$ cat src/rtl/apb_master_bridge.sv
// APB requester: runs one SETUP/ACCESS transfer per accepted command and returns the result on a response port.
// Optional ACCESS timeout: define APB_MASTER_TIMEOUT_EN.
//
// state  | meaning
// IDLE   | bus idle, cmd_ready high (except first cycle after reset)
// SETUP  | Pselx=1, Penable=0 for one cycle
// ACCESS | Pselx=1, Penable=1 until Pready (or timeout abort)
// RESP   | response held until rsp_ready
module apb_master_bridge #(
    parameter int ADDR_WIDTH     = 5,
    parameter int DATA_WIDTH     = 32,
    parameter int TIMEOUT_CYCLES = 16
) (
    input  logic                  Pclk,
    input  logic                  Prst,
    input  logic                  cmd_valid,
    output logic                  cmd_ready,
    input  logic                  cmd_write,
    input  logic [ADDR_WIDTH-1:0] cmd_addr,
    input  logic [DATA_WIDTH-1:0] cmd_wdata,
    output logic                  rsp_valid,
    input  logic                  rsp_ready,
    output logic [DATA_WIDTH-1:0] rsp_rdata,
    output logic                  rsp_err,
    output logic [15:0]           xfer_count,
    output logic                  Pselx,
    output logic                  Penable,
    output logic                  Pwrite,
    output logic [ADDR_WIDTH-1:0] Paddr,
    output logic [DATA_WIDTH-1:0] Pwdata,
    input  logic                  Pready,
    input  logic                  Pslverr,
    input  logic [DATA_WIDTH-1:0] Prdata
);

    typedef enum logic [1:0] {IDLE, SETUP, ACCESS, RESP} state_t;

    state_t                  state, state_nxt;
    logic                    cmd_ready_nxt, rsp_valid_nxt, rsp_err_nxt;
    logic                    pselx_nxt, penable_nxt, pwrite_nxt;
    logic [DATA_WIDTH-1:0]   rsp_rdata_nxt, pwdata_nxt;
    logic [ADDR_WIDTH-1:0]   paddr_nxt;
    logic [15:0]             xfer_count_nxt;
    logic                    tmo_hit;

`ifdef APB_MASTER_TIMEOUT_EN
    localparam int TW = $clog2(TIMEOUT_CYCLES + 1);
    // Down-counter loaded on entry to ACCESS; terminal count marks the last allowed wait cycle.
    logic [TW-1:0] tmo_cnt, tmo_cnt_nxt;
    assign tmo_hit = (tmo_cnt == '0);

    always_ff @(posedge Pclk or negedge Prst) begin
        if (!Prst) tmo_cnt <= '0;
        else       tmo_cnt <= tmo_cnt_nxt;
    end

    always_comb begin
        tmo_cnt_nxt = tmo_cnt;
        if (state == SETUP)
            tmo_cnt_nxt = TW'(TIMEOUT_CYCLES - 1);
        else if (state == ACCESS && !Pready && !tmo_hit)
            tmo_cnt_nxt = tmo_cnt - 1'b1;
    end
`else
    assign tmo_hit = 1'b0;
`endif

    always_comb begin
        state_nxt      = state;
        cmd_ready_nxt  = cmd_ready;
        rsp_valid_nxt  = rsp_valid;
        rsp_rdata_nxt  = rsp_rdata;
        rsp_err_nxt    = rsp_err;
        xfer_count_nxt = xfer_count;
        pselx_nxt      = Pselx;
        penable_nxt    = Penable;
        pwrite_nxt     = Pwrite;
        paddr_nxt      = Paddr;
        pwdata_nxt     = Pwdata;
        case (state)
            IDLE: begin
                if (cmd_valid && cmd_ready) begin
                    pwrite_nxt    = cmd_write;
                    paddr_nxt     = cmd_addr;
                    if (cmd_write) pwdata_nxt = cmd_wdata;
                    pselx_nxt     = 1'b1;
                    cmd_ready_nxt = 1'b0;
                    state_nxt     = SETUP;
                end else begin
                    cmd_ready_nxt = 1'b1;
                end
            end
            SETUP: begin
                penable_nxt = 1'b1;
                state_nxt   = ACCESS;
            end
            ACCESS: begin
                if (Pready) begin
                    rsp_rdata_nxt  = Pwrite ? '0 : Prdata;
                    rsp_err_nxt    = Pslverr;
                    pselx_nxt      = 1'b0;
                    penable_nxt    = 1'b0;
                    rsp_valid_nxt  = 1'b1;
                    xfer_count_nxt = xfer_count + 16'd1;
                    state_nxt      = RESP;
                end else if (tmo_hit) begin
                    rsp_rdata_nxt = '0;
                    rsp_err_nxt   = 1'b1;
                    pselx_nxt     = 1'b0;
                    penable_nxt   = 1'b0;
                    rsp_valid_nxt = 1'b1;
                    state_nxt     = RESP;
                end
            end
            RESP: begin
                if (rsp_ready) begin
                    rsp_valid_nxt = 1'b0;
                    cmd_ready_nxt = 1'b1;
                    state_nxt     = IDLE;
                end
            end
            default: state_nxt = IDLE;
        endcase
    end

    always_ff @(posedge Pclk or negedge Prst) begin
        if (!Prst) begin
            state      <= IDLE;
            cmd_ready  <= 1'b0;
            rsp_valid  <= 1'b0;
            rsp_rdata  <= '0;
            rsp_err    <= 1'b0;
            xfer_count <= '0;
            Pselx      <= 1'b0;
            Penable    <= 1'b0;
            Pwrite     <= 1'b0;
            Paddr      <= '0;
            Pwdata     <= '0;
        end else begin
            state      <= state_nxt;
            cmd_ready  <= cmd_ready_nxt;
            rsp_valid  <= rsp_valid_nxt;
            rsp_rdata  <= rsp_rdata_nxt;
            rsp_err    <= rsp_err_nxt;
            xfer_count <= xfer_count_nxt;
            Pselx      <= pselx_nxt;
            Penable    <= penable_nxt;
            Pwrite     <= pwrite_nxt;
            Paddr      <= paddr_nxt;
            Pwdata     <= pwdata_nxt;
        end
    end

endmodule

$ cat config.mk
export PLATFORM = sky130hd
export DESIGN_NAME = apb_master_bridge
export DESIGN_NICKNAME = d
export VERILOG_FILES = /design/src/rtl/apb_master_bridge.sv
export SDC_FILE = /design/constraint.sdc
export NUM_CORES = 1
export LEC_CHECK = 0
export ABC_AREA = 1
export ABC_CLOCK_PERIOD_IN_PS = 2000
export CAP_MARGIN = 20
export CORE_UTILIZATION = 43
export DETAILED_ROUTE_END_ITERATION = 8
export GPL_TIMING_DRIVEN = 0
export HOLD_SLACK_MARGIN = 0.08
export PLACE_DENSITY = 0.8
export SLEW_MARGIN = 20
export SYNTH_ARGS = -nofsm -noshare
export SYNTH_HDL_FRONTEND = slang
export SYNTH_SLANG_ARGS = --single-unit
$ cat constraint.sdc
create_clock -name Pclk -period 2 [get_ports Pclk]
set_clock_uncertainty 0.2 [all_clocks]
set_input_delay 0.3 -clock Pclk [delete_from_list [all_inputs] [get_ports Pclk]]
set_output_delay 0.3 -clock Pclk [all_outputs]
set_load 0.01 [all_outputs]
### After elaboration in Yosys (flattened, before gate mapping)

Index checks and enable logic that the tools add are counted.
Widths: inputs -> output; s select.

* output and inout bits: 91
* word-level logic and storage cells: 47
* register bits: 93
* input port bits: 76

* mux-type cells: 15
* equal/unequal tests: 6
* reduce and logical (&&, ||, !) cells: 14
* $add $sub $neg: 1

Operators with widths (count)
* $mux 32: 1
* $add 16x1->16 const B: 1
* $reduce_and 3->1: 4
* $pmux 1 s2: 4
* $pmux 2 s4: 1
* $reduce_and 2->1: 4
* $reduce_bool 2->1: 4
* $mux 1: 6
* $mux 2: 3
* $ne 2x2->1 const B: 3
* $eq 2x2->1 const B: 2
* $eq 2x1->1 const B: 1
* $logic_not 2->1: 1
* $logic_and 1x1->1: 1

### Depth between registers and ports, before layout

Gate-level depths: netlist of run 1.

* depth after elaboration: 3
* gate-level depth with buffers: 10
* depth with buffers taken out: 10

### Least setup slack after synthesis of run 1

OpenSTA, ideal clock, no wires.

* kind: register to register
* start point: register state[0]
* end point: register Pwdata[10]
* period minus slack after synthesis: 1.790 ns
* arrival time: 1.465 ns
* stages on the path, launching flop included: 8
* library setup time: 0.125 ns
* buffers on the path: 1
* data required time: 1.675 ns
* slack: 0.210 ns
* cell sequence: dfrtp_1 > inv_1 > ha_1 > inv_2 > nor2_8 > nand2_8 > buf_12 > mux2_4

* word-level cells in the longest chain between the ends: 2

Ends and longest elaborated chain
* start: declaration: RTL line 38 `state_t state, state_nxt;`
* start signal: assignment: RTL line 140 `state <= state_nxt;`
* $logic_not 2->1: RTL line 80 `case (state)`
* $reduce_and 3->1 (no line)
* end signal: assignment: RTL line 150 `Pwdata <= pwdata_nxt;`
* end: declaration: RTL line 30 `output logic [DATA_WIDTH-1:0] Pwdata,`

No other way between the ends.
A chain may end at the register's enable or synchronous reset.

### Worst setup path after layout of run 1

* start point: register state[0]
* end point: register Pwdata[5]

The elaborated chain is that of the path after synthesis.

==> results.py, run 1 <==
metrics = {
    "final_layout": {
        "layout_commonest_cell": "clkdlybuf4s50_1",
        "area_growth_syn_to_layout_pct": 50.6,
        "drive_gt1_share_pct": 11.7,
        "finalNetCount": 638,
        "diodes": 0,
        "fin_util_pct": 68.0,
        "final_cell_mix": "clkdlybuf4s50_1, nand2_1, dfrtp_1",
    },
    "grt": {
        "grt_first_pass_wirelength_mm": 16.7,
        "grt_pass1_vias": 3498,
        "antenna_found_initial": 0,
        "grt_max_degree": 62,
        "gr-total-overflow": 0,
        "grt_use_total_pct": 22.0,
    },
    "power": {
        "cellPowerDensity_mw_per_mm2": 1310,
        "vdd_drop_max_mv": 0.706,
        "clkPwrFrac_pct": 13.9,
        "swShare_pct": 34.3,
        "combinationalPowerShare_pct": 47.0,
        "intPower_mw": 5.20,
        "switchingPower_mw": 2.71,
        "seqPwrFrac_pct": 39.1,
        "leakagePower_nw": 2.85,
    },
    "synthesis": {
        "ys_seq_elements": 93,
        "synth_warnings": 0,
        "avgSynthCellArea_um2": 10.6,
        "ys_seq_area_share_pct": 58.0,
        "synth_fp_nets": 459,
        "synth.distinct_cells": 26,
        "synthCells": 378,
        "syn_area_mm2": 0.00402,
    },
    "worst_setup_path": {
        "cp-end-kind": "flip-flop",
        "worstPathRequired_ns": 2.03,
        "arrival_ns": 1.93,
        "r2r_end": "Pwdata[5]$_DFFE_PN0P_",
        "rrSetupSlack_ns": 0.10,
        "criticalPathCategory": "flip-flop to flip-flop",
        "reg2regPathDepth": 7,
        "r2r_start": "state[0]$_DFFE_PN0P_",
        "critPathMaxFanout": 10,
        "worst_setup_path_start_kind": "flip-flop",
    },
    "placement": {
        "dp_hpwl_mm": 7.61,
        "dpl_worst_slack_ns": -0.140,
        "gp_congestion": 0.851,
        "io_buffers": 166,
    },
    "timing": {
        "rsz0062_at_grt": "no",
        "finalSetupViolations": 0,
        "final_hold_viol_count": 0,
        "hold_ws_ns": 0.200,
        "fin_crit_ns": 1.90,
        "post-route-period-util_pct": 94.8,
        "setup-tns-final_ns": 0,
        "worstMarginPinSlew_ns": 0.548,
        "slew_viol_final": 0,
        "max_freq_mhz": 528,
        "relSlewSlack_pct": 63.5,
        "setup_ws_ns": 0.105,
    },
    "route": {
        "wire_per_inst_um": 14.9,
        "vias": 3225,
        "vias_per_cell": 4.81,
        "ant_nets": 0,
        "drtPass1Iterations": 4,
        "drc": 0,
        "wirelength_mm": 10.0,
        "drtIter0Drc": 158,
    },
    "clocking": {
        "cts_inserted_buffers": 9,
        "cts_sinks": 93,
        "post_cts_buffers": 0,
        "worstSkewPairLatency_ns": 0.35,
        "root_buffer": "clkbuf_8",
        "clkTransAtPathRegs_ns": 0.08,
        "cts_tree": "built",
        "htreeDepth": 3,
        "clk_path_buf_depth": 2,
    },
    "flow_run": {
        "maxCapViolations": 0,
    },
    "floorplanning": {
        "core_region_area_mm2": 0.00889,
        "fp-row-count": 34,
        "die_w_um": 98.6,
        "pin_count": 167,
        "dieArea_mm2": 0.00973,
        "fp.dieH_um": 98.6,
        "initial_core_util_pct": 45.2,
    },
    "min_path": {
        "hold_path.class": "primary input to async pin",
    },
    "run_status": {
        "outcome": "finished, final reports clean",
    },
}
-- cells by family (layout without fill, tap and decap cells) --
kind of cell / after synthesis / in the layout / synth area share [%]
adder cells (fa/ha/maj): 5 / 5 / 1.56
flip-flops: 93 / 93 / 58.0
buffers and inverters: 36 / 220 / 4.61
AND/OR/NAND/NOR: 160 / 160 / 16.7
XOR/XNOR: 10 / 10 / 2.18
multiplexers: 32 / 32 / 11.7
AO/OA/AOI/OAI: 42 / 42 / 5.30
-- area by class of cell --
type | count | area, um^2
repair buffers | 168 | 1700
well taps | 108 | 135
multi-input cells | 249 | 1530
plain buffers | 13 | 103
inverters | 23 | 86.3
clock inverters | 5 | 36.3
clock buffers | 11 | 131
flip-flops and latches | 93 | 2330
fillers | 669 | 2840
-- metrics by stage --
stage | cells | cell area (um^2) | total power [mW]
floorplan | 378 | 4020 | 4.79
global placement | 652 | 5810 | 6.71
detailed placement | 653 | 5840 | 6.84
CTS | 670 | 6020 | 7.98
global route | 670 | 6050 | 8.44
finish | 670 | 6050 | 7.91
-- synthesized netlist by cell type --
master,instances,area share (%)
nand2_1,124,12
dfrtp_1,93,58
o21ai_0,38,4.7
mux2_4,29,11
inv_1,21,2.0
nor2_1,17,1.6
clkbuf_1,7,0.65
nand3_1,7,0.87
xor2_1,7,1.5
ha_1,5,1.6
nand4_1,4,0.62
a21oi_1,3,0.37
buf_12,3,1.5
mux2_2,3,0.84
xnor2_1,3,0.65
buf_1,2,0.19
inv_2,2,0.19
nor3_1,2,0.25
buf_2,1,0.12
nand2_2,1,0.16
nand2_4,1,0.28
nand2_8,1,0.50
nand3b_1,1,0.19
nor2_8,1,0.50
o211ai_1,1,0.19
or2_2,1,0.16
-- flip-flops by register name, indices dropped and copies added (netlist names) --
| signal | cells |
|---|---|
| Pwdata | 32 |
| rsp_rdata | 32 |
| xfer_count | 16 |
| Paddr | 5 |
| state | 2 |
| Penable | 1 |
| Pselx | 1 |
| Pwrite | 1 |
| cmd_ready | 1 |
| rsp_err | 1 |
| rsp_valid | 1 |
-- worst max-delay path, cell delays in order, from the launching register on --
cell and delay, ns:
dfrtp_1 0.42, inv_1 0.10, ha_2 0.23, inv_2 0.07, nor2_8 0.17, nand2_8 0.11
buf_12 0.17, mux2_4 0.29
-- repair_timing --
action	CTS	global route
setup endpoints to repair	10	49
hold buffers	1	0
hold endpoints to repair	93	0
pin swaps	0	1
gates cloned	0	0
gates resized for setup	2	8
-- power groups by stage --
stage	registers [mW]	clock network (mW)	logic, mW
after floorplan	3.39	0	1.40
after global placement	3.09	0	3.61
after detailed placement	3.10	0	3.74
after CTS	3.09	1.13	3.76
after global routing	3.19	1.22	4.04
final	3.09	1.10	3.72
-- worst max-delay path by stage --
stage / start / end / slack (ns) / cells after the start
3_3_place_gp: Prst / Pwdata[3]$_DFFE_PN0P_ / -2.96 / 1
4_1_cts: state[0]$_DFFE_PN0P_ / xfer_count[12]$_DFFE_PN0P_ / 0.01 / 9
6_report: state[0]$_DFFE_PN0P_ / Pwdata[5]$_DFFE_PN0P_ / 0.10 / 7
2_1_floorplan: state[0]$_DFFE_PN0P_ / Pwdata[10]$_DFFE_PN0P_ / 0.21 / 7
3_5_place_dp: Pready / rsp_rdata[25]$_DFFE_PN0P_ / -0.14 / 6
5_1_grt: state[0]$_DFFE_PN0P_ / xfer_count[15]$_DFFE_PN0P_ / 0.01 / 10
-- per-layer routing --
| metal | track usage, % | wire length (um) | vias to the layer above |
|---|---|---|---|
| met5 | 0 | 0 | - |
| met3 | 7.45 | 918 | 13 |
| met2 | 37.1 | 4830 | 133 |
| li1 | - | - | 1568 |
| met1 | 26.3 | 4090 | 1511 |
| met4 | 7.81 | 163 | 0 |
Note: power is estimated with default switching activity, not from simulation.
==> run 2, diff against run 1 <==
--- a/config.mk
+++ b/config.mk
@@ -7,7 +7,6 @@
 export LEC_CHECK = 0
 export ABC_AREA = 1
 export ABC_CLOCK_PERIOD_IN_PS = 2000
-export CAP_MARGIN = 20
 export CORE_UTILIZATION = 43
 export DETAILED_ROUTE_END_ITERATION = 8
 export GPL_TIMING_DRIVEN = 0
==> results of run 2 <==
The final DEF is identical to that of run 1; final timing and power are the same.
